**config.mk**
```make
export PLATFORM = sky130hd
export DESIGN_NAME = reg_bank_arbiter
export DESIGN_NICKNAME = d
export VERILOG_FILES = /design/src/rtl/reg_bank_arbiter.sv
export SDC_FILE = /design/constraint.sdc
export NUM_CORES = 1
export LEC_CHECK = 0
export CORE_UTILIZATION = 25
export CTS_CLUSTER_SIZE = 20
export DETAILED_ROUTE_END_ITERATION = 10
export DONT_BUFFER_PORTS = 1
export HOLD_SLACK_MARGIN = 0.12
export SYNTH_ARGS = -nofsm -noshare
export SYNTH_HDL_FRONTEND = slang
export SYNTH_SLANG_ARGS = --single-unit
```
**constraint.sdc**
```tcl
create_clock -name clk -period 4.6 [get_ports clk]
set_input_delay 1.38 -clock clk [delete_from_list [all_inputs] [get_ports clk]]
set_output_delay 1.38 -clock clk [all_outputs]
set_load 0.01 [all_outputs]
```
**src/rtl/reg_bank_arbiter.sv**
```systemverilog
// reg_bank_arbiter
//   Two-port round-robin arbiter in front of a bank of NUM_REGS 16-bit
//   load-enabled registers. Each transaction runs IDLE -> ACCESS -> DONE.
//   Only one access is in flight at a time.
//
// Ports
//   clk, reset              rising-edge clock, synchronous active-high reset
//   req0/we0/addr0/wdata0   requester 0 request (held until ack0)
//   ack0, rdata0            requester 0 one-cycle ack and read/echo data
//   req1/we1/addr1/wdata1   requester 1 request (held until ack1)
//   ack1, rdata1            requester 1 one-cycle ack and read/echo data
//   busy                    high whenever the FSM is outside IDLE

// Load-enabled storage cell with no reset; contents are undefined until
// the first write.
module reg_bank_cell #(
  parameter int DATA_W = 16
) (
  input  logic              clk,
  input  logic              load,
  input  logic [DATA_W-1:0] d,
  output logic [DATA_W-1:0] q
);
  always_ff @(posedge clk)
    if (load) q <= d;
endmodule

module reg_bank_arbiter #(
  parameter int NUM_REGS = 8,
  parameter int ADDR_W   = 3,
  parameter int DATA_W   = 16
) (
  input  logic              clk,
  input  logic              reset,
  input  logic              req0,
  input  logic              we0,
  input  logic [ADDR_W-1:0] addr0,
  input  logic [DATA_W-1:0] wdata0,
  output logic              ack0,
  output logic [DATA_W-1:0] rdata0,
  input  logic              req1,
  input  logic              we1,
  input  logic [ADDR_W-1:0] addr1,
  input  logic [DATA_W-1:0] wdata1,
  output logic              ack1,
  output logic [DATA_W-1:0] rdata1,
  output logic              busy
);

  typedef enum logic [1:0] {IDLE, ACCESS, DONE} state_t;

  state_t                            state;
  logic                              last_grant;
  logic                              sel;
  logic                              we_l;
  logic [ADDR_W-1:0]                 addr_l;
  logic [DATA_W-1:0]                 wdata_l;

  logic [NUM_REGS-1:0]               load;
  logic [NUM_REGS-1:0][DATA_W-1:0]   bank_q;
  logic                              gnt;
  logic [DATA_W-1:0]                 rd_cap;

  // Winner for the IDLE cycle. A tie goes to the requester that did not
  // win last time; a single request simply wins.
  always_comb begin
    gnt = req1;
    if (req0 && req1) gnt = ~last_grant;
  end

  // One-hot load decode. The load is gated by reset so that a write caught
  // in ACCESS on a reset edge leaves the bank untouched.
  always_comb begin
    load = '0;
    if (state == ACCESS && we_l && !reset) load[addr_l] = 1'b1;
  end

  genvar g;
  generate
    for (g = 0; g < NUM_REGS; g++) begin : g_bank
      reg_bank_cell #(.DATA_W(DATA_W)) u_cell (
        .clk  (clk),
        .load (load[g]),
        .d    (wdata_l),
        .q    (bank_q[g])
      );
    end
  endgenerate

  // A write echoes the data being written; a read returns the current
  // register value, which is read combinationally from the array.
  assign rd_cap = we_l ? wdata_l : bank_q[addr_l];

  always_ff @(posedge clk) begin
    if (reset) begin
      state      <= IDLE;
      ack0       <= 1'b0;
      ack1       <= 1'b0;
      rdata0     <= '0;
      rdata1     <= '0;
      busy       <= 1'b0;
      last_grant <= 1'b1;
      sel        <= 1'b0;
      we_l       <= 1'b0;
      addr_l     <= '0;
      wdata_l    <= '0;
    end else begin
      case (state)
        IDLE: begin
          ack0 <= 1'b0;
          ack1 <= 1'b0;
          if (req0 || req1) begin
            sel        <= gnt;
            we_l       <= gnt ? we1    : we0;
            addr_l     <= gnt ? addr1  : addr0;
            wdata_l    <= gnt ? wdata1 : wdata0;
            last_grant <= gnt;
            busy       <= 1'b1;
            state      <= ACCESS;
          end
        end
        ACCESS: begin
          // Ack and data are registered here so they are valid for the
          // whole DONE cycle. The loser's rdata is left untouched.
          if (sel) begin
            ack1   <= 1'b1;
            rdata1 <= rd_cap;
          end else begin
            ack0   <= 1'b1;
            rdata0 <= rd_cap;
          end
          state <= DONE;
        end
        DONE: begin
          ack0  <= 1'b0;
          ack1  <= 1'b0;
          busy  <= 1'b0;
          state <= IDLE;
        end
        default: begin
          ack0  <= 1'b0;
          ack1  <= 1'b0;
          busy  <= 1'b0;
          state <= IDLE;
        end
      endcase
    end
  end

endmodule

```
==> summary.md, run 1 <==
| Metric | Value |
|---|---|
| WP data required | 4.73 ns |
| Top-count cell post-synth | edfxtp_1 |
| Area Growth Syn to Fin | 12.9% |
| Reg-to-reg startpoint | state[0] |
| DR WL/cell | 20.2 um |
| Fin Clk Skew | 0.00968 ns |
| Post-synth top area cell | edfxtp_1 |
| Largest net degree at the start of global routing | 76 |
| Die X | 178 um |
| Critical Path Source Type | primary input |
| Worst hold stages | 1 |
| Run status | finished clean |
| # setup viols final | 0 |
| Ant. Diodes | 0 |
| Worst-Skew Late Latency | 0.43 ns |
| Die area | 0.0318 sq mm |
| Routed vias | 4073 |
| Dpl ws | 1.25 ns |
| Post_cts resized | 0 |
| Crit end category | register |
| Yosys warns | 0 |
| CP max FO | 75 |
| Commonest cells in the netlist | 128 x edfxtp_1, 59 x dfxtp_1, 39 x mux2i_1 |
| Leakage | 0.00271 uW |
| Synth Register Bits | 187 |
| H-tree levels | 4 |
| Post-detailed-route count of antenna-violating nets | 0 |
| Final Cycle Share | 63.8% |
| Cells after synthesis | 463 |
| Mapped Area | 0.00778 sq mm |
| PD cells | 426 mW/mm^2 |
| Hold Buf Count CTS | 0 |
| Fmax | 0.341 GHz |
| Post-synthesis async set-or-reset flop share | 0% |
| Post-Place Cells | 834 |
| Initial DRC count | 337 |
| Vias in the first global route | 4194 |
| Share of cells above drive strength 1 | 23.8% |
| Port Buffers | 0 |
| RSZ-0062 raised after global routing | false |
| Reg2reg end | g_bank[2].u_cell.q[4] |
| Sequential share of the synthesized area | 64.6% |
| Avg Synthesized Cell Area | 16.8 sq um |
| Dominant synthesized flop cell | edfxtp_1 |
| Hold Crit Start | last_grant |
| Initial antenna violation count | 0 |
| # Max-Cap Violations | 0 |
| Routability Congestion | 0.722 |
| Hold EP | last_grant |
| CP arrival | 3.07 ns |
| Hold Crit Class | reg2reg |
| Vias per inst | 4.70 |
| Total iterations of the first detailed-routing run | 4 |
| Top post-synthesis cells by area | edfxtp_1 49%, dfxtp_1 15%, mux4_2 9.3% |
| Final #Nets | 501 |
| CTS tree | built |
| Core box area | 0.0306 sq mm |
| Final Slew Violations | 0 |
| Final wirelength | 17.5 mm |
| Max rail drop VDD | 0.000261 V |
| Maximum clock path buffer count | 2 |
| Post-route DRC violation count | 0 |
| Number of synthesized flops with an enable pin | 128 |
| Total CTS buffers | 17 |
| Starting Density | 25.4% |
| TNS Setup | 0 ns |
| Layout filler cell count | 3019 |
| Postcts setup bufs | 0 |
| Clock sinks | 187 |
| HPWL after detailed placement | 11.6 mm |
| GR Overflow Total | 0 |
| Clock-pin transition on the worst setup and hold timing paths | 0.07 ns |
| Setup CP Type | in2reg |
| Net count of the mapped netlist | 507 |
| Reg2reg path depth | 4 |
| Minimum clock period after layout | 2.94 ns |
| Tot GR Track Use | 11.4% |
| Reg2Reg Setup Slack | 2.22 ns |
| First-pass GRT wire length | 26.2 mm |
| Final Hold Vio Count | 0 |
| Die span in y | 178 um |
| Setup ws final | 1.66 ns |
| Synth cell types | 34 |
| Cell Rows | 64 |
| Worst-margin pin slew | 1.17 ns |
| Clk root buf | clkbuf_16 |
| Post-synth top area share | 49.4% |
| IO Pins | 79 |
| Slew headroom | 22.1% |
| Final std cells w/o fill | 866 |
==> area by class of cell <==
class                      instances  area (sq um)  share of cell area [%]
tap                              396           495                    5.64
multi-input combinational        237          2560                    29.2
clock buffer                      18           450                    5.13
timing repair buffer              13          97.6                    1.11
clock inverter                    14           145                    1.65
sequential                       187          5030                    57.2
inverter                           1          3.75                  0.0427
==> kinds of logic after synthesis <==
| logic type | share of synthesized area, % |
|---|---|
| and+or+nand+nor | 6.26 |
| muxes | 18.1 |
| AOI/OAI and AO/OA | 8.30 |
| DFF | 64.6 |
| buffers and inverters | 2.77 |
==> per-stage QoR <==
step / cell area, sq um / power [uW] / hold WS, ns / utilization [%]
floorplan: 7780 / 2250 / 0.436 / -
global placement: 8190 / 2320 / 0.523 / 26.8
detailed placement: 8190 / 2340 / 0.517 / 26.8
CTS: 8780 / 3780 / 0.533 / 28.7
global route: 8780 / 3870 / 0.566 / 28.7
finish: 8780 / 3740 / 0.527 / 28.7
==> worst max path at each step <==
stage                     start                      to  slack [ns]
after floorplan           reset   g_bank[0].u_cell.q[0]        0.95
after global routing      reset   g_bank[2].u_cell.q[4]        1.47
final                     reset   g_bank[2].u_cell.q[4]        1.66
after global placement    reset  g_bank[2].u_cell.q[12]        1.38
after CTS                 reset   g_bank[2].u_cell.q[4]        1.68
after detailed placement  reset   g_bank[2].u_cell.q[9]        1.25
==> sequential cells by signal, indices dropped and copies added (netlist names) <==
name,flops
rdata1,16
sel,1
rdata0,16
we_l,1
g_bank.u_cell.q,128
state,2
ack0,1
busy,1
addr_l,3
wdata_l,16
ack1,1
last_grant,1
==> per-layer routing <==
| metal | routed length [um] | GRT usage, % | up-vias |
|---|---|---|---|
| met5 | 0 | 0 | - |
| met2 | 7990 | 17.4 | 139 |
| met4 | 161 | 3.39 | 0 |
| li1 | - | - | 1822 |
| met3 | 1460 | 3.32 | 10 |
| met1 | 7860 | 15.5 | 2102 |
==> power by group <==
| part | leakage (uW) | switching [uW] | internal, uW |
|---|---|---|---|
| Combinational | 0.000759 | 160 | 162 |
| Sequential | 0.00165 | 107 | 1860 |
| Clock | 0.000297 | 653 | 800 |
==> critical path, stage by stage <==
cell and delay, ns:
nor3b_1 0.43, nand3b_1 0.25, nor2_1 0.67, buf_4 0.31
==> layout by cell type (no fill, tap or decap), drive strengths merged, types with 2 or more instances in the layout <==
cell type | synthesis | final
a211oi | 20 | 20
a21boi | 3 | 3
a21oi | 21 | 21
buf | 19 | 13
clkbuf | 19 | 18
clkinv | 0 | 4
dfxtp | 59 | 59
edfxtp | 128 | 128
inv | 1 | 10
mux2i | 52 | 52
mux4 | 32 | 32
nand2 | 3 | 3
nand2b | 19 | 19
nand3b | 34 | 34
nor2 | 9 | 9
nor3 | 2 | 2
nor3b | 2 | 2
o21bai | 16 | 16
o221ai | 16 | 16
Power figures use the tool's default switching activity.
==> run 2, diff against run 1 <==
==> constraint.sdc (replaced) <==
create_clock -name clk -period 2.7 [get_ports clk]
set_input_delay 0.81 -clock clk [delete_from_list [all_inputs] [get_ports clk]]
set_output_delay 0.81 -clock clk [all_outputs]
set_load 0.01 [all_outputs]
==> run 2 against run 1 <==
Total power increased by 74%. Largest power group unchanged. Non-clock buffer count increased by 7. Sequential cell count did not move. Via count decreased by 2.3%. Final area rose by 0.87%. Count of clock-buffer cells in the layout fell by 1. Setup slack got worse by 1.0 ns. Sequential power is 69% higher. Combinational power up 86%. First-iteration DRC count up 19%. Die area unchanged. Cell count rose by 0.81%.
==> summary.md, run 2 (synthesized netlist as in run 1, its figures left out) <==
| Metric | Value |
|---|---|
| Run status | finished clean (unchanged) |
| Die span in y | 178 um (unchanged) |
| Tot GR Track Use | 11.0% (was 11.4%) |
| Sw Pwr | 1580 uW (was 919 uW) |
| PD cells | 735 mW/mm^2 (was 426 mW/mm^2) |
| Port Buffers | 0 (unchanged) |
| Vias per inst | 4.56 (was 4.70) |
| Ant. Diodes | 0 (unchanged) |
| Clock sinks | 187 (unchanged) |
| IO Pins | 79 (unchanged) |
| Die area | 0.0318 sq mm (unchanged) |
| Postcts setup bufs | 0 (unchanged) |
| WP data required | 3.01 ns (was 4.73 ns) |
| Final Cycle Share | 76.3% |
| HPWL after detailed placement | 11.5 mm (was 11.6 mm) |
| Routed vias | 3981 (was 4073) |
| Commonest non-fill, non-tap cell in the layout | edfxtp_1 (unchanged) |
| Grt met2 use | 14.8% (was 17.4%) |
| Final #Nets | 508 (was 501) |
| Fin Clk Skew | 0.00922 ns (was 0.00968 ns) |
| CP max FO | 18 (was 75) |
| Layout filler cell count | 3038 (was 3019) |
| Switching share of power | 24.2% (was 24.6%) |
| Internal power | 4940 uW (was 2820 uW) |
| Max rail drop VDD | 0.000379 V (was 0.000261 V) |
| GR Util met3 | 3.54% (was 3.32%) |
| GR Overflow Total | 0 (unchanged) |
| H-tree levels | 4 (unchanged) |
| Worst-margin pin slew | 0.771 ns (was 1.17 ns) |
| Vias in the first global route | 4082 (was 4194) |
| Total CTS buffers | 17 (unchanged) |
| Hold Crit Class | in2reg (was reg2reg) |
| Hold Buf Count CTS | 0 (unchanged) |
| Most frequent cells in the layout | 128 x edfxtp_1, 57 x dfxtp_1, 39 x mux2i_1, 33 x nand3b_1, 32 x mux4_2 (unchanged) |
| Clock share of power | 39.7% (was 38.8%) |
| CP arrival | 2.37 ns (was 3.07 ns) |
| Sequential share of power | 51.1% (was 52.6%) |
| CTS tree | built (unchanged) |
| Worst-Skew Late Latency | 0.44 ns (was 0.43 ns) |
| # setup viols final | 0 (unchanged) |
| GR Util met1 | 16.2% (was 15.5%) |
| RSZ-0062 raised after global routing | false (unchanged) |
| Crit end category | register (unchanged) |
| Gr busiest metal | met1 (was met2) |
| Final wirelength | 16.6 mm (was 17.5 mm) |
| Fmax | 0.486 GHz |
| Critical Path Source Type | register (was primary input) |
| Maximum clock path buffer count | 2 (unchanged) |
| Final Slew Violations | 0 (unchanged) |
| DR WL/cell | 19.0 um (was 20.2 um) |
| Fin util | 29.0% (was 28.7%) |
| Area Growth Syn to Fin | 13.9% (was 12.9%) |
| TNS Setup | 0 ns (unchanged) |
| First-pass GRT wire length | 25.5 mm (was 26.2 mm) |
| Final Hold Vio Count | 0 (unchanged) |
| # Max-Cap Violations | 0 (unchanged) |
| Cell Rows | 64 (unchanged) |
| Clock-pin transition on the worst setup and hold timing paths | 0.07 ns (about the same) |
| Core box area | 0.0306 sq mm (unchanged) |
| Clk root buf | clkbuf_16 (unchanged) |
| Post_cts resized | 0 (unchanged) |
| Starting Density | 25.4% (unchanged) |
| Minimum clock period after layout | 2.06 ns |
| Share of cells above drive strength 1 | 24.7% (was 23.8%) |
| Post-route DRC violation count | 0 (unchanged) |
| Largest net degree at the start of global routing | 76 (unchanged) |
| Leakage | 0.00273 uW (was 0.00271 uW) |
| Die X | 178 um (unchanged) |
| Most flops, register | g_bank.u_cell.q (unchanged) |
| Slew headroom | 48.5% (was 22.1%) |
| Initial antenna violation count | 0 (unchanged) |
| Setup CP Type | reg2reg (was in2reg) |
| Largest register FFs | 128 (unchanged) |
| Post-detailed-route count of antenna-violating nets | 0 (unchanged) |
| Initial DRC count | 401 (was 337) |
| Total iterations of the first detailed-routing run | 5 (was 4) |
| Routability Congestion | 0.732 (was 0.722) |
| Comb pwr share | 9.2% (was 8.6%) |
run 2: cell count changes in the layout (fill, tap and decap cells not counted), moves of 2 or more:
cell	previous run	this run
buf_4	13	19
clkinvlp_4	0	3
bufinv_16	1	3
inv_6	5	3
inv_8	3	1
run 2: power groups by stage:
stage / clock (uW) / combinational, uW / sequential, uW
3_3_place_gp: 0 / 591 / 3390
5_1_grt: 2750 / 645 / 3350
6_report: 2580 / 600 / 3330
4_1_cts: 2620 / 608 / 3330
3_5_place_dp: 0 / 606 / 3400
2_1_floorplan: 0 / 522 / 3310
run 2: metal layers:
metal / part of all wire (%) / vias up / routed length [um]
met5: 0 / - / 0
met4: 1.3 / 0 / 219
met3: 8.6 / 12 / 1430
met2: 41 / 140 / 6790
met1: 49 / 1991 / 8180
li1: - / 1838 / -
run 2: worst paths after layout:
path,startpoint,endpoint,slack (ns),cells past startpoint
setup / recovery,addr_l[0],rdata1[7],0.64,4
hold / removal,reset,addr_l[2],0.44,1
setup reg to reg,addr_l[0],rdata1[7],0.64,4
hold reg to reg,last_grant,last_grant,0.50,1
run 2: area by class of cell:
type | instances | area [sq um] | area share (%)
well taps | 396 | 495 | 5.59
multi-input cells | 237 | 2550 | 28.8
inverters | 1 | 3.75 | 0.0424
repair buffers | 20 | 163 | 1.84
clock inverters | 15 | 189 | 2.13
clock buffers | 17 | 425 | 4.80
flip-flops and latches | 187 | 5030 | 56.8
run 2: stage by stage:
stage               hold slack (ns)  setup WS, ns  total power, uW  instances  instance area (sq um)
floorplan                     0.436        0.0420             3830        463                   7790
global placement              0.487         0.487             3980        841                   8240
detailed placement            0.501         0.341             4000        841                   8240
CTS                           0.425         0.585             6560        873                   8860
global route                  0.426         0.491             6740        873                   8860
finish                        0.440         0.641             6510        873                   8860
run 2: worst max-delay path: stages (launching register included):
cell and delay (ns):
dfxtp_2 0.76, buf_12 0.27, mux4_2 0.59, mux2i_4 0.20, o221ai_2 0.11
